--- config.mk ---
export PLATFORM = sky130hd
export DESIGN_NAME = echo_ind_marshal_flat
export DESIGN_NICKNAME = d
export VERILOG_FILES = /design/src/rtl/echo_ind_marshal_if.sv /design/src/rtl/echo_ind_marshal.sv /design/src/flat_wrapper.sv
export SDC_FILE = /design/constraint.sdc
export NUM_CORES = 1
export LEC_CHECK = 0
export ABC_AREA = 1
export CORE_MARGIN = 5
export CORE_UTILIZATION = 59
export CTS_CLUSTER_SIZE = 24
export DETAILED_ROUTE_END_ITERATION = 8
export PLACE_DENSITY = 0.81
export SYNTH_ARGS = -nofsm -noshare
export SYNTH_HDL_FRONTEND = slang
export SYNTH_SLANG_ARGS = --single-unit
--- constraint.sdc ---
create_clock -name CLK -period 6 [get_ports CLK]
set_clock_uncertainty 0.05 [all_clocks]
set_input_delay 0.9 -clock CLK [delete_from_list [all_inputs] [get_ports CLK]]
set_output_delay 0.9 -clock CLK [all_outputs]
set_load 0.05 [all_outputs]
--- src/rtl/echo_ind_marshal_if.sv ---
// echo_ind_marshal_if: indication call side and host pipe side of the echo marshaller
interface echo_ind_marshal_if;
   logic        ind_echo__ENA;
   logic [31:0] ind_echo_v;
   logic        ind_echo__RDY;
   logic        pipe_enq__ENA;
   logic [31:0] pipe_enq_v;
   logic        pipe_enq__RDY;
   logic [31:0] frames_sent;
   logic        busy;
   modport master (
      output ind_echo__ENA, ind_echo_v, pipe_enq__RDY,
      input  ind_echo__RDY, pipe_enq__ENA, pipe_enq_v, frames_sent, busy
   );
   modport slave (
      input  ind_echo__ENA, ind_echo_v, pipe_enq__RDY,
      output ind_echo__RDY, pipe_enq__ENA, pipe_enq_v, frames_sent, busy
   );
endinterface

--- src/rtl/echo_ind_marshal.sv ---
// echo_ind_marshal: buffers ind_echo payloads and serializes each as a header + payload frame
module echo_ind_marshal #(
   parameter int          DEPTH     = 4,
   parameter logic [15:0] METHOD_ID = 16'h0001
) (
   input logic               CLK,
   input logic               nRST,
   echo_ind_marshal_if.slave b
);
   localparam int          AW   = $clog2(DEPTH);
   localparam logic [AW:0] FULL = (AW+1)'(DEPTH);
   localparam logic [AW:0] ONE  = (AW+1)'(1);
   typedef enum logic [1:0] {IDLE, HDR, PAY} state_t;
   state_t        state, state_n;
   logic [31:0]   mem [DEPTH];
   logic [AW-1:0] rd_ptr, wr_ptr;
   logic [AW:0]   count;
   logic [31:0]   frames_q, word;
   logic          push, pop, ena;
   // full/empty come from count, so pointer equality never has to be disambiguated
   assign push            = b.ind_echo__ENA && count != FULL;
   assign pop             = state == PAY && b.pipe_enq__RDY;
   assign b.ind_echo__RDY = nRST || count != FULL;
   assign b.pipe_enq__ENA = ena && !nRST;
   assign b.pipe_enq_v    = nRST ? '0 : word;
   assign b.frames_sent   = frames_q;
   assign b.busy          = !nRST && (state != IDLE || count != '0);
   always_comb begin
      state_n = state;
      ena     = 1'b0;
      word    = '0;
      case (state)
         IDLE: state_n = count != '0 ? HDR : IDLE;
         HDR: begin
            ena     = 1'b1;
            word    = {METHOD_ID, 16'd2};
            state_n = b.pipe_enq__RDY ? PAY : HDR;
         end
         PAY: begin
            ena     = 1'b1;
            word    = mem[rd_ptr];
            state_n = !b.pipe_enq__RDY ? PAY : (count > ONE || push) ? HDR : IDLE;
         end
         default: state_n = IDLE;
      endcase
   end
   always_ff @(posedge CLK) begin
      if (nRST) begin
         state    <= IDLE;
         rd_ptr   <= '0;
         wr_ptr   <= '0;
         count    <= '0;
         frames_q <= '0;
      end else begin
         state <= state_n;
         count <= count + (AW+1)'(push) - (AW+1)'(pop);
         if (push) wr_ptr <= wr_ptr + 1'b1;
         if (pop) begin
            rd_ptr   <= rd_ptr + 1'b1;
            frames_q <= frames_q + 32'd1;
         end
      end
   end
   always_ff @(posedge CLK) begin
      if (push && !nRST) mem[wr_ptr] <= b.ind_echo_v;
   end
endmodule

--- src/flat_wrapper.sv ---
// flat-port wrapper written by rule: the top's interface ports become plain ports
module echo_ind_marshal_flat 
#(
   parameter int          DEPTH     = 4,
   parameter logic [15:0] METHOD_ID = 16'h0001
)
  (CLK, nRST, b_ind_echo__ENA, b_ind_echo_v, b_pipe_enq__RDY, b_ind_echo__RDY, b_pipe_enq__ENA, b_pipe_enq_v, b_frames_sent, b_busy);
  echo_ind_marshal_if b_i ();
  input logic CLK;
  input logic nRST;
  input wire logic [$bits(b_i.ind_echo__ENA)-1:0] b_ind_echo__ENA;
  input wire logic [$bits(b_i.ind_echo_v)-1:0] b_ind_echo_v;
  input wire logic [$bits(b_i.pipe_enq__RDY)-1:0] b_pipe_enq__RDY;
  output wire logic [$bits(b_i.ind_echo__RDY)-1:0] b_ind_echo__RDY;
  output wire logic [$bits(b_i.pipe_enq__ENA)-1:0] b_pipe_enq__ENA;
  output wire logic [$bits(b_i.pipe_enq_v)-1:0] b_pipe_enq_v;
  output wire logic [$bits(b_i.frames_sent)-1:0] b_frames_sent;
  output wire logic [$bits(b_i.busy)-1:0] b_busy;
  assign b_i.ind_echo__ENA = b_ind_echo__ENA;
  assign b_i.ind_echo_v = b_ind_echo_v;
  assign b_i.pipe_enq__RDY = b_pipe_enq__RDY;
  assign b_ind_echo__RDY = b_i.ind_echo__RDY;
  assign b_pipe_enq__ENA = b_i.pipe_enq__ENA;
  assign b_pipe_enq_v = b_i.pipe_enq_v;
  assign b_frames_sent = b_i.frames_sent;
  assign b_busy = b_i.busy;
  echo_ind_marshal #(.DEPTH(DEPTH), .METHOD_ID(METHOD_ID)) u_core (.CLK(CLK), .nRST(nRST), .b(b_i));
endmodule
==> results of run 1 <==
## state kept, by name, indices dropped and copies added (netlist names), named ones only
signal and count:
u_core.mem 128, u_core.wr_ptr 2, u_core.b.frames_sent 32, u_core.state 2
u_core.count 3, u_core.rd_ptr 2
## cell usage in the layout (no fill, tap or decap), types with 2 or more instances in the layout
cell type | synthesis | routed
nand2_1 | 78 | 78
clkinv_4 | 0 | 3
nor2_4 | 4 | 8
dfxtp_1 | 43 | 42
edfxtp_1 | 128 | 128
nand4_1 | 9 | 9
nor2_8 | 2 | 2
o21ai_1 | 3 | 3
xor2_1 | 5 | 5
ha_1 | 12 | 12
clkbuf_16 | 0 | 17
nand3_1 | 19 | 19
nor2_2 | 3 | 3
nor3_1 | 8 | 8
clkdlybuf4s50_1 | 0 | 102
inv_1 | 51 | 51
o22ai_1 | 2 | 2
clkinvlp_4 | 0 | 3
nand3_2 | 2 | 2
inv_6 | 0 | 8
o21ai_0 | 73 | 73
a21oi_1 | 47 | 47
inv_2 | 2 | 2
nand4_2 | 2 | 2
buf_4 | 1 | 3
nor3_4 | 2 | 2
nor2_1 | 175 | 171
## where the power goes
group	internal (mW)	switching, mW
logic	0.111	0.235
registers	1.33	0.0216
clock network	0.544	0.477
## cells in the mapped netlist, types with 9 or more instances
cell type    n  area, µm²
nor2_1     175        657
edfxtp_1   128       3840
nand2_1     78        293
o21ai_0     73        365
inv_1       51        191
a21oi_1     47        235
dfxtp_1     43        861
nand3_1     19       95.1
clkbuf_1    15       56.3
ha_1        12        150
buf_2       11       55.1
nand4_1      9       56.3
## worst paths after layout
path,start,endpoint,slack (ns),cells past startpoint
max,nRST,b_pipe_enq_v[9],1.36,6
min,u_core.b.frames_sent[6]$_SDFFE_PP0P_,u_core.b.frames_sent[6]$_SDFFE_PP0P_,0.42,2
max reg2reg,u_core.state[0]$_SDFF_PP0_,u_core.count[1]$_SDFF_PP0_,3.57,10
min reg2reg,u_core.b.frames_sent[6]$_SDFFE_PP0P_,u_core.b.frames_sent[6]$_SDFFE_PP0P_,0.42,2
## per-layer routing
metal / vias up / share of wire (%) / track usage (%)
met2: 191 / 51 / 38.2
li1: 2605 / - / -
met1: 2542 / 41 / 27.2
met4: 0 / 1.9 / 8.82
met3: 23 / 5.5 / 4.38
met5: - / 0 / 0
## worst max-delay path: cells and delay by family
kind	cells	cell delay (ns)
AOI/OAI and AO/OA	1	0.44
buffers and inverters	3	1.47
and+or+nand+nor	2	0.85
## area by class of cell
class | instances | area share [%]
multi-input cells | 459 | 25.5
clock buffers | 17 | 4.72
repair buffers | 105 | 11.6
clock inverters | 15 | 1.44
flip-flops and latches | 171 | 52.2
well taps | 168 | 2.33
inverters | 54 | 2.25
## metrics by stage
step / area (µm²) / setup slack [ns]
2_1_floorplan: 7300 / 2.22
3_3_place_gp: 8470 / 1.60
3_5_place_dp: 8470 / 1.37
4_1_cts: 9020 / 1.37
5_1_grt: 9020 / 1.20
6_report: 9020 / 1.36
## cell families after synthesis
logic type / after synthesis / synth area share, %
AO/OA/AOI/OAI: 130 / 9.14
XOR/XNOR: 6 / 0.720
adder cells (fa/ha/maj): 13 / 2.33
buffers and inverters: 81 / 4.41
flip-flops: 171 / 64.4
AND/OR/NAND/NOR: 310 / 19.0
==> summary.txt, run 1 <==
Dominant synthesized flop cell: edfxtp_1
Type of element capturing the critical path: output pin
Ports: 103
Synth cell types: 38
Resized cells post-CTS: 0
Hold WC Path Type: reg -> reg
I/O Buffers: 102
First-pass GRT wire length: 25.3 mm
Final setup fails: 0
Net count, final: 857
Gr usage total: 22.1%
Post-CTS Setup Bufs: 0
Reg area: 4710 µm²
Pwr Total: 2.72 mW
Vias in the first global route: 5264
Worst-margin pin slew: 1.18 ns
Area of the multi-input gates: 2300 µm²
Final Non-Filler Cells: 989
Wirelength per Cell: 16.1 µm
CTS sink cnt: 171
Post-route ant nets: 0
Cells after Synth: 711
Hold Worst Slack: 0.422 ns
CP arrival: 3.69 ns
Fill cells: 785
Starting Density: 60.5%
H-Tree Depth: 4
Total Die Area: 14700 µm²
GR Overflow Total: 0
Slew headroom: 21.1%
Max cap viols: 0
Site row count: 40
Routed vias: 5361
CTS Buf Count: 17
Clk Tree Root Cell: clkbuf_16
Fin. Hold Viols: 0
Post-DP HPWL: 9.93 mm
Power Density: 302 nW/µm²
Clk_lat worst skew: 0.42 ns
Asr flop ratio synth: 0%
Vias per cell: 5.42
Post-synthesis sequential area ratio: 64.4%
Crit start category: input pin
Fraction of layout cells with a size suffix above 1: 7.43%
Drt first pass iters: 5
Placed insts: 957
First DRT Iteration DRCs: 428
CORE AREA: 12100 µm²
Routability cong.: 0.862
Synthesis-to-finish area growth: 23.6%
FMAX: 216 MHz
Slew Viols, Final: 0
Req. time, crit path: 5.05 ns
CP Cell Sequence: clkdlybuf4s50_1 > buf_4 > nor2_2 > nand2_1 > a21oi_1 > clkdlybuf4s50_1
Period Utilization, post-route: 77.3%
Worst path max stage delay: 0.86 ns
Die Y: 121 µm
Tmin final: 4.64 ns
Yosys warnings: 0
CTS tree: yes
Post-synth net total: 760
Crit Path Max Fanout: 29
Total Wirelength: 15.9 mm
Max rail drop VDD: 0.000178 V
Initial antenna violation count: 0
Post-layout util: 74.8%
Outcome: finished clean
Clock slew at reported path FFs: 0.07 ns
FF+latch count, synth: 171
Synth Area per Inst: 10.3 µm²
Post-Syn Area: 7300 µm²
Setup TNS: 0 ns
Hold-fix buffers at CTS: 0
Clk buf depth: 2
P_leak: 3.26 nW
Post-synth EDFFs: 128
Crit path top cell by count: clkdlybuf4s50_1
RSZ-0062 raised after global routing: false
Diode count: 0
Die W: 121 µm
DRC: 0
Pin count of the biggest net entering global routing: 65
Setup CP Type: in -> out
CP max-delay cell: clkdlybuf4s50_1
(Power assumes the default switching activity.)
==> run 2: changes to the inputs <==
--- a/config.mk
+++ b/config.mk
@@ -7,10 +7,10 @@
 export LEC_CHECK = 0
 export ABC_AREA = 1
 export CORE_MARGIN = 5
-export CORE_UTILIZATION = 59
+export CORE_UTILIZATION = 49
 export CTS_CLUSTER_SIZE = 24
 export DETAILED_ROUTE_END_ITERATION = 8
-export PLACE_DENSITY = 0.81
+export PLACE_DENSITY = 0.72
 export SYNTH_ARGS = -nofsm -noshare
 export SYNTH_HDL_FRONTEND = slang
 export SYNTH_SLANG_ARGS = --single-unit
==> constraint.sdc (replaced) <==
create_clock -name CLK -period 4.1 [get_ports CLK]
set_clock_uncertainty 0.05 [all_clocks]
set_input_delay 0.615 -clock CLK [delete_from_list [all_inputs] [get_ports CLK]]
set_output_delay 0.615 -clock CLK [all_outputs]
set_load 0.05 [all_outputs]
==> summary.txt, run 2 (synthesis gave the netlist of run 1 again) <==
FMAX: 322 MHz
Total Wirelength: 15.6 mm (-2.0%)
Setup TNS: 0 ns (unchanged)
Crit start category: register
R2r setup slk: 1.83 ns (-1.74 ns)
Starting Density: 50.0% (-10 points)
Power Density: 426 nW/µm² (+41%)
Worst-margin pin slew: 1.12 ns (-0.0590 ns)
Synthesis-to-finish area growth: 28.6%
Fin. Hold Viols: 0 (unchanged)
Wirelength per Cell: 15.4 µm (-4.1%)
I/O Buffers: 102 (unchanged)
H-Tree Depth: 4 (unchanged)
Placed Area: 8840 µm² (+4.4%)
Max rail drop VDD: 0.000278 V (+56%)
Fraction of layout cells with a size suffix above 1: 11.7% (+4.3 points)
Resized cells post-CTS: 0 (unchanged)
Hold path depth: 2 (unchanged)
Site row count: 44 (+10%)
Worst path max stage delay: 0.81 ns (-0.05 ns)
First DRT Iteration DRCs: 432 (+0.93%)
DRC: 0 (unchanged)
CP max-delay cell: inv_1
CTS tree: yes
Ports: 103 (unchanged)
Total Die Area: 17400 µm² (+19%)
Tmin final: 3.10 ns
Post-DP HPWL: 10.5 mm (+5.4%)
Worst reg2reg path endpoint: u_core.count[2]$_SDFF_PP0_
Hold EP: u_core.b.frames_sent[6]$_SDFFE_PP0P_
Clk buf depth: 2 (unchanged)
GR Overflow Total: 0 (unchanged)
Clock slew at reported path FFs: 0.06 ns (about the same)
P_leak: 3.43 nW (+5.4%)
Reg2Reg Depth: 10 (unchanged)
Clk_lat worst skew: 0.42 ns (about the same)
Fin area: 9390 µm² (+4.0%)
Clk Tree Root Cell: clkbuf_16
CORE AREA: 14600 µm² (+21%)
Setup CP Type: reg -> out
Hold-fix buffers at CTS: 0 (unchanged)
Slew Viols, Final: 0 (unchanged)
Max cap viols: 0 (unchanged)
Hold Worst Slack: 0.422 ns (+0.000337 ns)
CP Cell Sequence: inv_1 > o21ai_0 > o22ai_1 > nand3_1 > nand2_1 > buf_4
Pin count of the biggest net entering global routing: 65 (unchanged)
Net count, final: 863 (+0.70%)
RSZ-0062 raised after global routing: false
CP arrival: 2.44 ns (-1.25 ns)
Critical hold path startpoint: u_core.b.frames_sent[6]$_SDFFE_PP0P_
Die W: 132 µm (+8.9%)
WP buf/inv: 2 (-1)
Slew headroom: 25.1% (+3.9 points)
Drt first pass iters: 5 (unchanged)
Post-layout util: 64.3% (-10 points)
Diode count: 0 (unchanged)
Initial antenna violation count: 0 (unchanged)
Most frequent cells in the layout: 171 x nor2_1, 128 x edfxtp_1, 78 x nand2_1
Die Y: 132 µm (+8.9%)
Gr usage total: 18.0% (-4.0 points)
Vias per cell: 5.31 (-2.1%)
CTS Buf Count: 17 (unchanged)
Routability cong.: 0.847 (-1.8%)
Worst r2r src: u_core.state[0]$_SDFF_PP0_
Outcome: finished clean
Period Utilization, post-route: 75.7%
Vias in the first global route: 5270 (+0.11%)
Placed insts: 979 (+2.3%)
Max reg flops: 128 (unchanged)
Crit Path Max Fanout: 32 (+10%)
Final Non-Filler Cells: 1011 (+2.2%)
Final setup fails: 0 (unchanged)
CP top delay family: buffers and inverters
Type of element capturing the critical path: output pin
First-pass GRT wire length: 25.5 mm (+0.57%)
CTS sink cnt: 171 (unchanged)
Post-route ant nets: 0 (unchanged)
Post-CTS Setup Bufs: 0 (unchanged)
Largest Register: u_core.mem
Routed vias: 5365 (+0.075%)
Req. time, crit path: 3.43 ns (-1.62 ns)
Commonest non-fill, non-tap cell in the layout: nor2_1
Hold WC Path Type: reg -> reg
[run 2: cell count changes in the layout (fill, tap and decap cells not counted), sizes merged]
cell	previous run	this run
buf	3	42
clkdlybuf4s50	102	69
inv	62	57
clkinv	4	6
bufinv	0	1
clkbuf	17	18
clkinvlp	3	4
[run 2: layout make-up]
type | instances | area [µm²]
clock inverter | 14 | 121
clock buffer | 18 | 429
sequential | 171 | 4710
tap | 184 | 230
multi-input combinational | 459 | 2300
fill | 1093 | 5200
timing repair buffer | 111 | 1390
inverter | 54 | 203
[run 2: worst register-to-register path, stage by stage, from the launching register on]
cell,delay (ns)
dfxtp_1,0.36
inv_1,0.07
ha_1,0.33
nand2_1,0.15
inv_2,0.09
ha_1,0.29
inv_1,0.04
ha_1,0.19
fa_1,0.39
xor2_1,0.15
nor2_1,0.05
[run 2: metrics by stage]
step	power (mW)	worst slack (ns)
3_5_place_dp	2.56	1.08
6_report	4.00	0.995
4_1_cts	4.04	0.913
5_1_grt	4.17	0.777
3_3_place_gp	2.54	1.07
2_1_floorplan	2.34	0.885
[run 2: worst max path at each step]
stage                     slack, ns                to  startpoint  cells after the start
after floorplan                0.89  b_pipe_enq_v[20]        nRST                      6
after global placement         1.07            b_busy        nRST                      5
after detailed placement       1.08            b_busy        nRST                      5
after CTS                      0.91   b_pipe_enq_v[1]    register                      6
after global routing           0.78   b_pipe_enq_v[1]    register                      6
final                           1.0   b_pipe_enq_v[1]    register                      6
[run 2: per-layer routing]
metal	up-vias	global-route usage [%]	wire [µm]
met5	-	0	0
met4	0	5.83	266
met3	21	5.27	1010
met2	172	30.5	7620
met1	2552	22.3	6700
li1	2620	-	-
[run 2: power by group]
group          internal [mW]  total (mW)  switching [mW]
sequential              1.95        1.98          0.0300
combinational          0.190       0.536           0.346
clock                  0.836        1.48           0.644
total                   2.98        4.00            1.02
==> run 3: changes to the inputs <==
--- a/config.mk
+++ b/config.mk
@@ -7,10 +7,10 @@
 export LEC_CHECK = 0
 export ABC_AREA = 1
 export CORE_MARGIN = 5
-export CORE_UTILIZATION = 49
+export CORE_UTILIZATION = 55
 export CTS_CLUSTER_SIZE = 24
 export DETAILED_ROUTE_END_ITERATION = 8
-export PLACE_DENSITY = 0.72
+export PLACE_DENSITY = 0.76
 export SYNTH_ARGS = -nofsm -noshare
 export SYNTH_HDL_FRONTEND = slang
 export SYNTH_SLANG_ARGS = --single-unit
==> constraint.sdc (replaced) <==
create_clock -name CLK -period 3.15 [get_ports CLK]
set_clock_uncertainty 0.05 [all_clocks]
set_input_delay 0.4725 -clock CLK [delete_from_list [all_inputs] [get_ports CLK]]
set_output_delay 0.4725 -clock CLK [all_outputs]
set_load 0.05 [all_outputs]
==> summary.txt, run 3 (synthesis gave the netlist of run 1 again) <==
Clock slew at reported path FFs: 0.06 ns (about the same)
Slew Viols, Final: 0 (unchanged)
Type of element capturing the critical path: output pin
GR Overflow Total: 0 (unchanged)
Ports: 103 (unchanged)
I/O Buffers: 102 (unchanged)
Critical path depth: 6 (unchanged)
Worst-margin pin slew: 0.681 ns (-0.442 ns)
Slew headroom: 54.6% (+30 points)
Final setup fails: 0 (unchanged)
CTS sink cnt: 171 (unchanged)
Req. time, crit path: 2.63 ns (-0.80 ns)
Post-DP HPWL: 10.9 mm (+4.4%)
Fill cells: 919 (-16%)
CTS tree: yes
Initial antenna violation count: 0 (unchanged)
Placed insts: 980 (+0.10%)
WP buf/inv: 2 (unchanged)
Most frequent cells in the layout: 171 x nor2_1, 128 x edfxtp_1, 78 x nand2_1
Total Wirelength: 16.6 mm (+6.6%)
Vias per cell: 5.42 (+2.1%)
CP Cell Sequence: buf_4 > nor2_1 > nor2_1 > o21ai_0 > a21oi_1 > buf_12
Crit start category: register
Crit Path Max Fanout: 64 (+100%)
Max rail drop VDD: 0.000419 V (+51%)
CTS Buf Count: 17 (unchanged)
FMAX: 367 MHz
Fin. Hold Viols: 0 (unchanged)
Clk_lat worst skew: 0.43 ns (about the same)
Post-layout util: 72.1% (+7.8 points)
CP top delay family: buffers and inverters
Pwr Total: 5.34 mW (+34%)
Max reg flops: 128 (unchanged)
H-Tree Depth: 4 (unchanged)
Site row count: 42 (-4.5%)
First-pass GRT wire length: 27.1 mm (+6.5%)
Worst path max stage delay: 0.54 ns (-0.27 ns)
Pin count of the biggest net entering global routing: 65 (unchanged)
Reg2Reg Depth: 10 (unchanged)
Clk buf depth: 2 (unchanged)
Commonest non-fill, non-tap cell in the layout: nor2_1
Clk Tree Root Cell: clkbuf_16
DRC: 0 (unchanged)
Routed vias: 5481 (+2.2%)
Hold-fix buffers at CTS: 0 (unchanged)
Hold path depth: 2 (unchanged)
P_leak: 3.51 nW (+2.1%)
CP max-delay cell: buf_4
Total Die Area: 15700 µm² (-10%)
Diode count: 0 (unchanged)
Max cap viols: 0 (unchanged)
Critical hold path startpoint: u_core.b.frames_sent[6]$_SDFFE_PP0P_
Net count, final: 872 (+1.0%)
Resized cells post-CTS: 0 (unchanged)
First DRT Iteration DRCs: 436 (+0.93%)
CORE AREA: 13100 µm² (-9.9%)
RSZ-0062 raised after global routing: false
Wirelength per Cell: 16.4 µm (+6.5%)
Die Y: 125 µm (-5.2%)
Largest Register: u_core.mem
Period Utilization, post-route: 86.6%
Drt first pass iters: 5 (unchanged)
Starting Density: 55.6% (+5.5 points)
Outcome: finished clean
Worst r2r src: u_core.state[0]$_SDFF_PP0_
Vias in the first global route: 5497 (+4.3%)
Power Density: 564 nW/µm² (+32%)
Post-route ant nets: 0 (unchanged)
Fraction of layout cells with a size suffix above 1: 13.3% (+1.5 points)
Final Non-Filler Cells: 1012 (+0.099%)
Hold WC Path Type: reg -> reg
Die W: 125 µm (-5.2%)
Gr usage total: 21.7% (+3.6 points)
Synthesis-to-finish area growth: 29.8%
Setup TNS: 0 ns (unchanged)
Routability cong.: 0.861 (+1.6%)
Crit path top cell by count: nor2_1
Tmin final: 2.73 ns
Post-CTS Setup Bufs: 0 (unchanged)
CP arrival: 2.20 ns (-0.24 ns)
Setup CP Type: reg -> out
-- run 3: changes by cell type in the layout (fill, tap and decap cells not counted), sizes merged --
cell / change
buf: +11
clkinv: +1
clkinvlp: -2
clkbuf: +1
clkdlybuf4s50: -2
-- run 3: area by class of cell --
class | instances | area (µm²) | area share, %
multi-input combinational | 459 | 2300 | 24.3
clock inverter | 13 | 131 | 1.39
inverter | 54 | 203 | 2.14
clock buffer | 19 | 464 | 4.90
timing repair buffer | 120 | 1440 | 15.2
sequential | 171 | 4710 | 49.7
tap | 176 | 220 | 2.32
-- run 3: metal layers --
metal | vias up | routed length, µm | part of all wire (%) | GRT usage, %
met5 | - | 0 | 0 | 0
met4 | 0 | 304 | 1.8 | 8.74
met3 | 27 | 826 | 5.0 | 4.61
met2 | 180 | 8670 | 52 | 38.2
met1 | 2642 | 6820 | 41 | 26.0
li1 | 2632 | - | - | -
-- run 3: worst paths after layout --
kind	endpoint	slack, ns
max	b_pipe_enq_v[18]	0.42
min reg2reg	u_core.b.frames_sent[6]$_SDFFE_PP0P_	0.42
min	u_core.b.frames_sent[6]$_SDFFE_PP0P_	0.42
max reg2reg	u_core.count[2]$_SDFF_PP0_	0.88
-- run 3: metrics by stage --
step           setup WS [ns]  area, µm²  hold slack (ns)
5_1_grt                0.249       9470            0.431
2_1_floorplan          0.195       7300            0.394
6_report               0.423       9470            0.416
3_5_place_dp           0.595       8880            0.407
4_1_cts                0.402       9470            0.417
3_3_place_gp           0.645       8880            0.404
-- run 3: worst reg2reg max path: stages, from the launching register on --
cell and delay, ns:
dfxtp_1 0.36, inv_1 0.07, ha_1 0.33, nand2_1 0.15, inv_2 0.10, ha_1 0.29
inv_1 0.04, ha_1 0.20, fa_1 0.38, xor2_1 0.15, nor2_1 0.05
-- run 3: power by group --
| group | internal [mW] | leakage [nW] | total (mW) | switching, mW |
|---|---|---|---|---|
| logic | 0.250 | 1.71 | 0.708 | 0.458 |
| registers | 2.54 | 1.51 | 2.58 | 0.0411 |
| clock network | 1.17 | 0.288 | 2.05 | 0.882 |
| total | 3.96 | 3.51 | 5.34 | 1.38 |
